File: config.mk
export PLATFORM = sky130hd
export DESIGN_NAME = psr_cond_unit_flat
export DESIGN_NICKNAME = d
export VERILOG_FILES = /design/src/rtl/psr_cond_unit_if.sv /design/src/rtl/psr_cond_unit.sv /design/src/flat_wrapper.sv
export SDC_FILE = /design/constraint.sdc
export NUM_CORES = 1
export LEC_CHECK = 0
export BUFFER_PORTS_ARGS = -buffer_cell sky130_fd_sc_hd__buf_4
export CAP_MARGIN = 20
export CORE_AREA = 4 4 56 58
export CTS_BUF_LIST = sky130_fd_sc_hd__clkbuf_8
export DETAILED_ROUTE_END_ITERATION = 12
export DIE_AREA = 0 0 60 62
export PLACE_DENSITY = 0.89
export SYNTH_ARGS = -nofsm -noshare
export SYNTH_HDL_FRONTEND = slang
export SYNTH_SLANG_ARGS = --single-unit
File: constraint.sdc
create_clock -name clk -period 2.8 [get_ports clk]
set_clock_uncertainty 0.15 [all_clocks]
set_input_delay 0.28 -clock clk [delete_from_list [all_inputs] [get_ports clk]]
set_output_delay 0.28 -clock clk [all_outputs]
set_load 0.02 [all_outputs]
File: src/rtl/psr_cond_unit_if.sv
// Bus between the EX/ID pipeline control and the flag/condition stage.
// The pipeline side is the master: it supplies ALU flags and the ID
// instruction's condition. The condition unit is the slave: it returns the
// registered flags, the ALU carry-in and the ID/EX condition results.
interface psr_cond_unit_if #(
    parameter int CNT_W = 16
);
    logic             alu_n;
    logic             alu_z;
    logic             alu_c;
    logic             alu_v;
    logic             ex_valid;
    logic             ex_s;
    logic             id_valid;
    logic [3:0]       id_cond;
    logic             id_is_branch;
    logic             stall;
    logic             flush;

    logic [3:0]       flags_q;
    logic             alu_cin;
    logic             cond_pass_q;
    logic             br_taken_q;
    logic [CNT_W-1:0] fail_cnt;

    modport master (
        output alu_n, alu_z, alu_c, alu_v,
        output ex_valid, ex_s,
        output id_valid, id_cond, id_is_branch,
        output stall, flush,
        input  flags_q, alu_cin, cond_pass_q, br_taken_q, fail_cnt
    );

    modport slave (
        input  alu_n, alu_z, alu_c, alu_v,
        input  ex_valid, ex_s,
        input  id_valid, id_cond, id_is_branch,
        input  stall, flush,
        output flags_q, alu_cin, cond_pass_q, br_taken_q, fail_cnt
    );
endinterface

File: src/rtl/psr_cond_unit.sv
// Flag/condition stage downstream of the ALU in EX.
// Holds the architectural N/Z/C/V flags, feeds C back as the ALU carry-in,
// evaluates the ID instruction's ARM condition on (optionally forwarded)
// flags and registers the pass / branch-taken results into ID/EX.
// A saturating counter tracks valid instructions that failed their condition.
// The ID/EX side has no explicit state machine: it is registered outputs only.
module psr_cond_unit #(
    parameter bit FWD_EN = 1'b1,
    parameter int CNT_W  = 16
) (
    input  logic            clk,
    input  logic            reset_n,
    psr_cond_unit_if.slave  bus
);

    logic [3:0]       flags_q,     flags_d;
    logic             cond_pass_q, cond_pass_d;
    logic             br_taken_q,  br_taken_d;
    logic [CNT_W-1:0] fail_cnt_q,  fail_cnt_d;

    logic       flag_we;
    logic       fwd_sel;
    logic       f_n, f_z, f_c, f_v;
    logic       pass;
    logic       id_adv;

    // Flag write enable and EX->ID forwarding select; a stall blocks the
    // write but the forwarded values still reflect what EX is producing.
    always_comb begin
        flag_we = bus.ex_valid & bus.ex_s & ~bus.stall;
        fwd_sel = FWD_EN & bus.ex_valid & bus.ex_s;
        id_adv  = ~bus.stall & ~bus.flush;
    end

    // Effective flags seen by the ID condition check.
    always_comb begin
        if (fwd_sel) begin
            f_n = bus.alu_n;
            f_z = bus.alu_z;
            f_c = bus.alu_c;
            f_v = bus.alu_v;
        end else begin
            f_n = flags_q[3];
            f_z = flags_q[2];
            f_c = flags_q[1];
            f_v = flags_q[0];
        end
    end

    // ARM condition-field decode; 1111 (NV) is treated as never-execute.
    always_comb begin
        pass = 1'b0;
        case (bus.id_cond)
            4'b0000: pass = f_z;
            4'b0001: pass = ~f_z;
            4'b0010: pass = f_c;
            4'b0011: pass = ~f_c;
            4'b0100: pass = f_n;
            4'b0101: pass = ~f_n;
            4'b0110: pass = f_v;
            4'b0111: pass = ~f_v;
            4'b1000: pass = f_c & ~f_z;
            4'b1001: pass = ~f_c | f_z;
            4'b1010: pass = (f_n == f_v);
            4'b1011: pass = (f_n != f_v);
            4'b1100: pass = ~f_z & (f_n == f_v);
            4'b1101: pass = f_z | (f_n != f_v);
            4'b1110: pass = 1'b1;
            default: pass = 1'b0;
        endcase
    end

    // Next-state for flags, ID/EX results and the fail counter.
    // Flush wins over stall for the ID/EX results; the counter only moves
    // on a normal advancing edge and sticks at all-ones.
    always_comb begin
        flags_d     = flags_q;
        cond_pass_d = cond_pass_q;
        br_taken_d  = br_taken_q;
        fail_cnt_d  = fail_cnt_q;

        if (flag_we) begin
            flags_d = {bus.alu_n, bus.alu_z, bus.alu_c, bus.alu_v};
        end

        if (bus.flush) begin
            cond_pass_d = 1'b0;
            br_taken_d  = 1'b0;
        end else if (!bus.stall) begin
            cond_pass_d = bus.id_valid & pass;
            br_taken_d  = bus.id_valid & bus.id_is_branch & pass;
        end

        if (id_adv && bus.id_valid && !pass && (fail_cnt_q != {CNT_W{1'b1}})) begin
            fail_cnt_d = fail_cnt_q + {{(CNT_W-1){1'b0}}, 1'b1};
        end
    end

    // State registers with asynchronous active-low reset.
    always_ff @(posedge clk or negedge reset_n) begin
        if (!reset_n) begin
            flags_q     <= 4'b0000;
            cond_pass_q <= 1'b0;
            br_taken_q  <= 1'b0;
            fail_cnt_q  <= '0;
        end else begin
            flags_q     <= flags_d;
            cond_pass_q <= cond_pass_d;
            br_taken_q  <= br_taken_d;
            fail_cnt_q  <= fail_cnt_d;
        end
    end

    // Outputs; carry-in is the registered C so ADC/SBC never sees its own result.
    always_comb begin
        bus.flags_q     = flags_q;
        bus.alu_cin     = flags_q[1];
        bus.cond_pass_q = cond_pass_q;
        bus.br_taken_q  = br_taken_q;
        bus.fail_cnt    = fail_cnt_q;
    end

endmodule

File: src/flat_wrapper.sv
// flat-port wrapper written by rule: the top's interface ports become plain ports
module psr_cond_unit_flat 
#(
    parameter bit FWD_EN = 1'b1,
    parameter int CNT_W  = 16
)
  (clk, reset_n, bus_alu_n, bus_alu_z, bus_alu_c, bus_alu_v, bus_ex_valid, bus_ex_s, bus_id_valid, bus_id_cond, bus_id_is_branch, bus_stall, bus_flush, bus_flags_q, bus_alu_cin, bus_cond_pass_q, bus_br_taken_q, bus_fail_cnt);
  psr_cond_unit_if #(.CNT_W(CNT_W)) bus_i ();
  input  logic clk;
  input  logic reset_n;
  input wire logic [$bits(bus_i.alu_n)-1:0] bus_alu_n;
  input wire logic [$bits(bus_i.alu_z)-1:0] bus_alu_z;
  input wire logic [$bits(bus_i.alu_c)-1:0] bus_alu_c;
  input wire logic [$bits(bus_i.alu_v)-1:0] bus_alu_v;
  input wire logic [$bits(bus_i.ex_valid)-1:0] bus_ex_valid;
  input wire logic [$bits(bus_i.ex_s)-1:0] bus_ex_s;
  input wire logic [$bits(bus_i.id_valid)-1:0] bus_id_valid;
  input wire logic [$bits(bus_i.id_cond)-1:0] bus_id_cond;
  input wire logic [$bits(bus_i.id_is_branch)-1:0] bus_id_is_branch;
  input wire logic [$bits(bus_i.stall)-1:0] bus_stall;
  input wire logic [$bits(bus_i.flush)-1:0] bus_flush;
  output wire logic [$bits(bus_i.flags_q)-1:0] bus_flags_q;
  output wire logic [$bits(bus_i.alu_cin)-1:0] bus_alu_cin;
  output wire logic [$bits(bus_i.cond_pass_q)-1:0] bus_cond_pass_q;
  output wire logic [$bits(bus_i.br_taken_q)-1:0] bus_br_taken_q;
  output wire logic [$bits(bus_i.fail_cnt)-1:0] bus_fail_cnt;
  assign bus_i.alu_n = bus_alu_n;
  assign bus_i.alu_z = bus_alu_z;
  assign bus_i.alu_c = bus_alu_c;
  assign bus_i.alu_v = bus_alu_v;
  assign bus_i.ex_valid = bus_ex_valid;
  assign bus_i.ex_s = bus_ex_s;
  assign bus_i.id_valid = bus_id_valid;
  assign bus_i.id_cond = bus_id_cond;
  assign bus_i.id_is_branch = bus_id_is_branch;
  assign bus_i.stall = bus_stall;
  assign bus_i.flush = bus_flush;
  assign bus_flags_q = bus_i.flags_q;
  assign bus_alu_cin = bus_i.alu_cin;
  assign bus_cond_pass_q = bus_i.cond_pass_q;
  assign bus_br_taken_q = bus_i.br_taken_q;
  assign bus_fail_cnt = bus_i.fail_cnt;
  psr_cond_unit #(.FWD_EN(FWD_EN), .CNT_W(CNT_W)) u_core (.clk(clk), .reset_n(reset_n), .bus(bus_i));
endmodule
==> impl_metrics.json <==
{
  "slowest_stage": "or3b_4",
  "hpwl_um": 2480,
  "clock-root-buffer": "clkbuf_8",
  "layout_commonest_cell": "buf_4",
  "firstDrtPassIters": 4,
  "synth_ff_type": "dfrtp_1",
  "wirelength_um": 3250,
  "peakVddDrop_mv": 0.549,
  "relSlewSlack_pct": 79.7,
  "crit_path_start_kind": "register",
  "antenna_found_initial": 0,
  "multi_input_area_um2": 757,
  "fillCellCount": 220,
  "drt-vias-per-instance": 5.73,
  "cts_buffers": 3,
  "start_util_pct": 51.5,
  "dr.first_iter.drc_count": 59,
  "die_h_um": 62,
  "grt_pass1_wl_um": 5050,
  "num_vias": 1215,
  "grt_pass1_vias": 1178,
  "synth_edf_count": 0,
  "required_ns": 2.84,
  "core_area_um2": 2660,
  "gp_congestion": 0.833,
  "avgSynthCellArea_um2": 9.65,
  "place_inst": 205,
  "finalHoldViolCount": 0,
  "ant_nets": 0,
  "critPathMaxStageDelay_ns": 0.49,
  "syn_area_um2": 1370,
  "grt_max_degree": 23,
  "io_pins": 39,
  "layout-drive-gt1-share_pct": 30.9,
  "gr-usage-all-layers_pct": 18.1,
  "cap_viol_max_count": 0,
  "portBuffers": 38,
  "criticalPathCategory": "reg -> reg",
  "nNetsFinal": 199,
  "rsz0062_at_grt": "false",
  "finalMaxSlewViolations": 0,
  "async_flop_share_pct": 100,
  "die_area_um2": 3720,
  "drt-wirelength-per-cell_um": 15.3,
  "drc": 0,
  "ys_seq_area_share_pct": 40.2,
  "crit_arrival_ns": 2.65,
  "syn_nets": 159,
  "ys_ff_latch": 22,
  "fin_cells": 212,
  "cts-htree-levels": 1,
  "powerDensity_nw_per_um2": 599,
  "fin_crit_sh_pct": 93.1,
  "final_cell_mix": "buf_4 (40), dfrtp_1 (22), nor2_1 (14)",
  "die_x_um": 60,
  "clkTransAtPathRegs_ns": 0.08,
  "setup_slack_ns": 0.195,
  "synth_cells": 142,
  "setup_tns_ns": 0,
  "leakage_nw": 0.848,
  "path_cells": "a21boi_0, o311ai_0, o21ai_0, a2111oi_2, or3b_4, nor4_4, xor2_1",
  "cp_max_fo": 7,
  "cts_sinks": 22,
  "tightest_slew_ns": 0.301,
  "outcome": "completed",
  "dp_slack_ns": 0.127,
  "finalPower_mw": 1.05,
  "yosysWarnings": 0,
  "hold_class": "in -> reg",
  "clock_latency_ns": 0.26,
  "rows": 19,
  "antenna_cells": 0,
  "overflow": 0,
  "min_period_ns": 2.61,
  "ff_latch_area_um2": 551,
  "cts_tree": "yes",
  "max_freq_mhz": 384,
  "clockBufferDepth": 2,
  "synth_cell_types": 43,
  "syn2layout_area_growth_pct": 27.8,
  "endpoint_kind": "register",
  "setup_viol": 0
}
critical path, delay by kind of cell (launching register included):
| family | cells | cell delay, ns |
|---|---|---|
| and+or+nand+nor | 2 | 0.79 |
| DFF | 1 | 0.43 |
| AOI/OAI and AO/OA | 4 | 0.98 |
| xor gates and xnor gates | 1 | 0.18 |
state kept, by name, indices dropped and copies added (netlist names):
signal,flops
u_core.bus.br_taken_q,1
u_core.bus.fail_cnt,16
u_core.bus.cond_pass_q,1
u_core.bus.flags_q,4
kinds of logic after synthesis:
family                     count (synthesis)  synth area share [%]
AOI/OAI and AO/OA                         16                  9.86
xor gates and xnor gates                  17                  10.9
adders and majority gates                  1                 0.913
buffers and inverters                     12                  4.75
DFF                                       22                  40.2
muxes                                      9                  7.03
and+or+nand+nor                           65                  26.4
area by class of cell:
type                       count  share of cell area (%)
clock buffer                   3                    2.36
inverter                       6                    1.29
timing repair buffer          41                    17.7
tap                           31                    2.22
multi-input combinational    108                    43.2
clock inverter                 1                    1.72
sequential                    22                    31.5
worst paths after layout:
check | startpoint | endpoint | slack (ns) | cells after the start
worst max-delay path | u_core.bus.flags_q[0] | u_core.bus.fail_cnt[15] | 0.19 | 7
worst min-delay path | bus_flush | u_core.bus.br_taken_q | 0.03 | 2
worst max register to register | u_core.bus.flags_q[0] | u_core.bus.fail_cnt[15] | 0.19 | 7
worst min register to register | u_core.bus.fail_cnt[11] | u_core.bus.fail_cnt[11] | 0.35 | 1
max in group asynchronous | reset_n | u_core.bus.fail_cnt[2] | 2.00 | 2
min in group asynchronous | reset_n | u_core.bus.fail_cnt[15] | 0.27 | 2
power breakdown:
group	switching (mW)	internal [mW]
clock	0.0994	0.191
sequential	0.0559	0.363
combinational	0.180	0.159
total	0.335	0.713
through the flow:
stage          hold slack (ns)  instance area, µm²  utilization (%)
6_report                0.0314                1750             65.7
5_1_grt                 0.0326                1750             65.7
4_1_cts                 0.0247                1730             65.1
3_5_place_dp            0.0317                1650             62.0
3_3_place_gp            0.0286                1650             62.0
2_1_floorplan           -0.166                1370                -
synth_stat cells (2+ instances only):
| master | n | area [µm²] |
|---|---|---|
| nand2_1 | 11 | 41.3 |
| nor3_1 | 8 | 40.0 |
| xnor2_1 | 7 | 61.3 |
| nand4_1 | 3 | 18.8 |
| xor2_1 | 10 | 87.6 |
| nor2_1 | 14 | 52.6 |
| o311ai_0 | 2 | 17.5 |
| and2_1 | 2 | 12.5 |
| inv_1 | 6 | 22.5 |
| or3_1 | 2 | 12.5 |
| buf_4 | 3 | 22.5 |
| nor2b_1 | 3 | 18.8 |
| mux2i_1 | 4 | 40.0 |
| and3_1 | 3 | 18.8 |
| mux2_2 | 5 | 56.3 |
| dfrtp_1 | 22 | 551 |
| nor3b_1 | 2 | 15.0 |
| o21ai_0 | 3 | 15.0 |
| nand3_1 | 8 | 40.0 |
per-layer routing:
layer	share of wire [%]	routed length, µm	global-route usage, %	up-vias
li1	-	-	-	581
met2	50	1630	30.2	42
met4	1.9	61	8.86	0
met5	0	0	0	-
met1	40	1310	21.6	583
met3	7.4	242	4.75	9
timing repair:
action / 4_1_cts / 5_1_grt
buffers inserted: 0 / 2
hold buffers: 1 / 0
resized for setup: 0 / 1
setup endpoints to repair: 0 / 6
hold endpoints to repair: 22 / 0
Note: power is estimated with default switching activity, not from simulation.
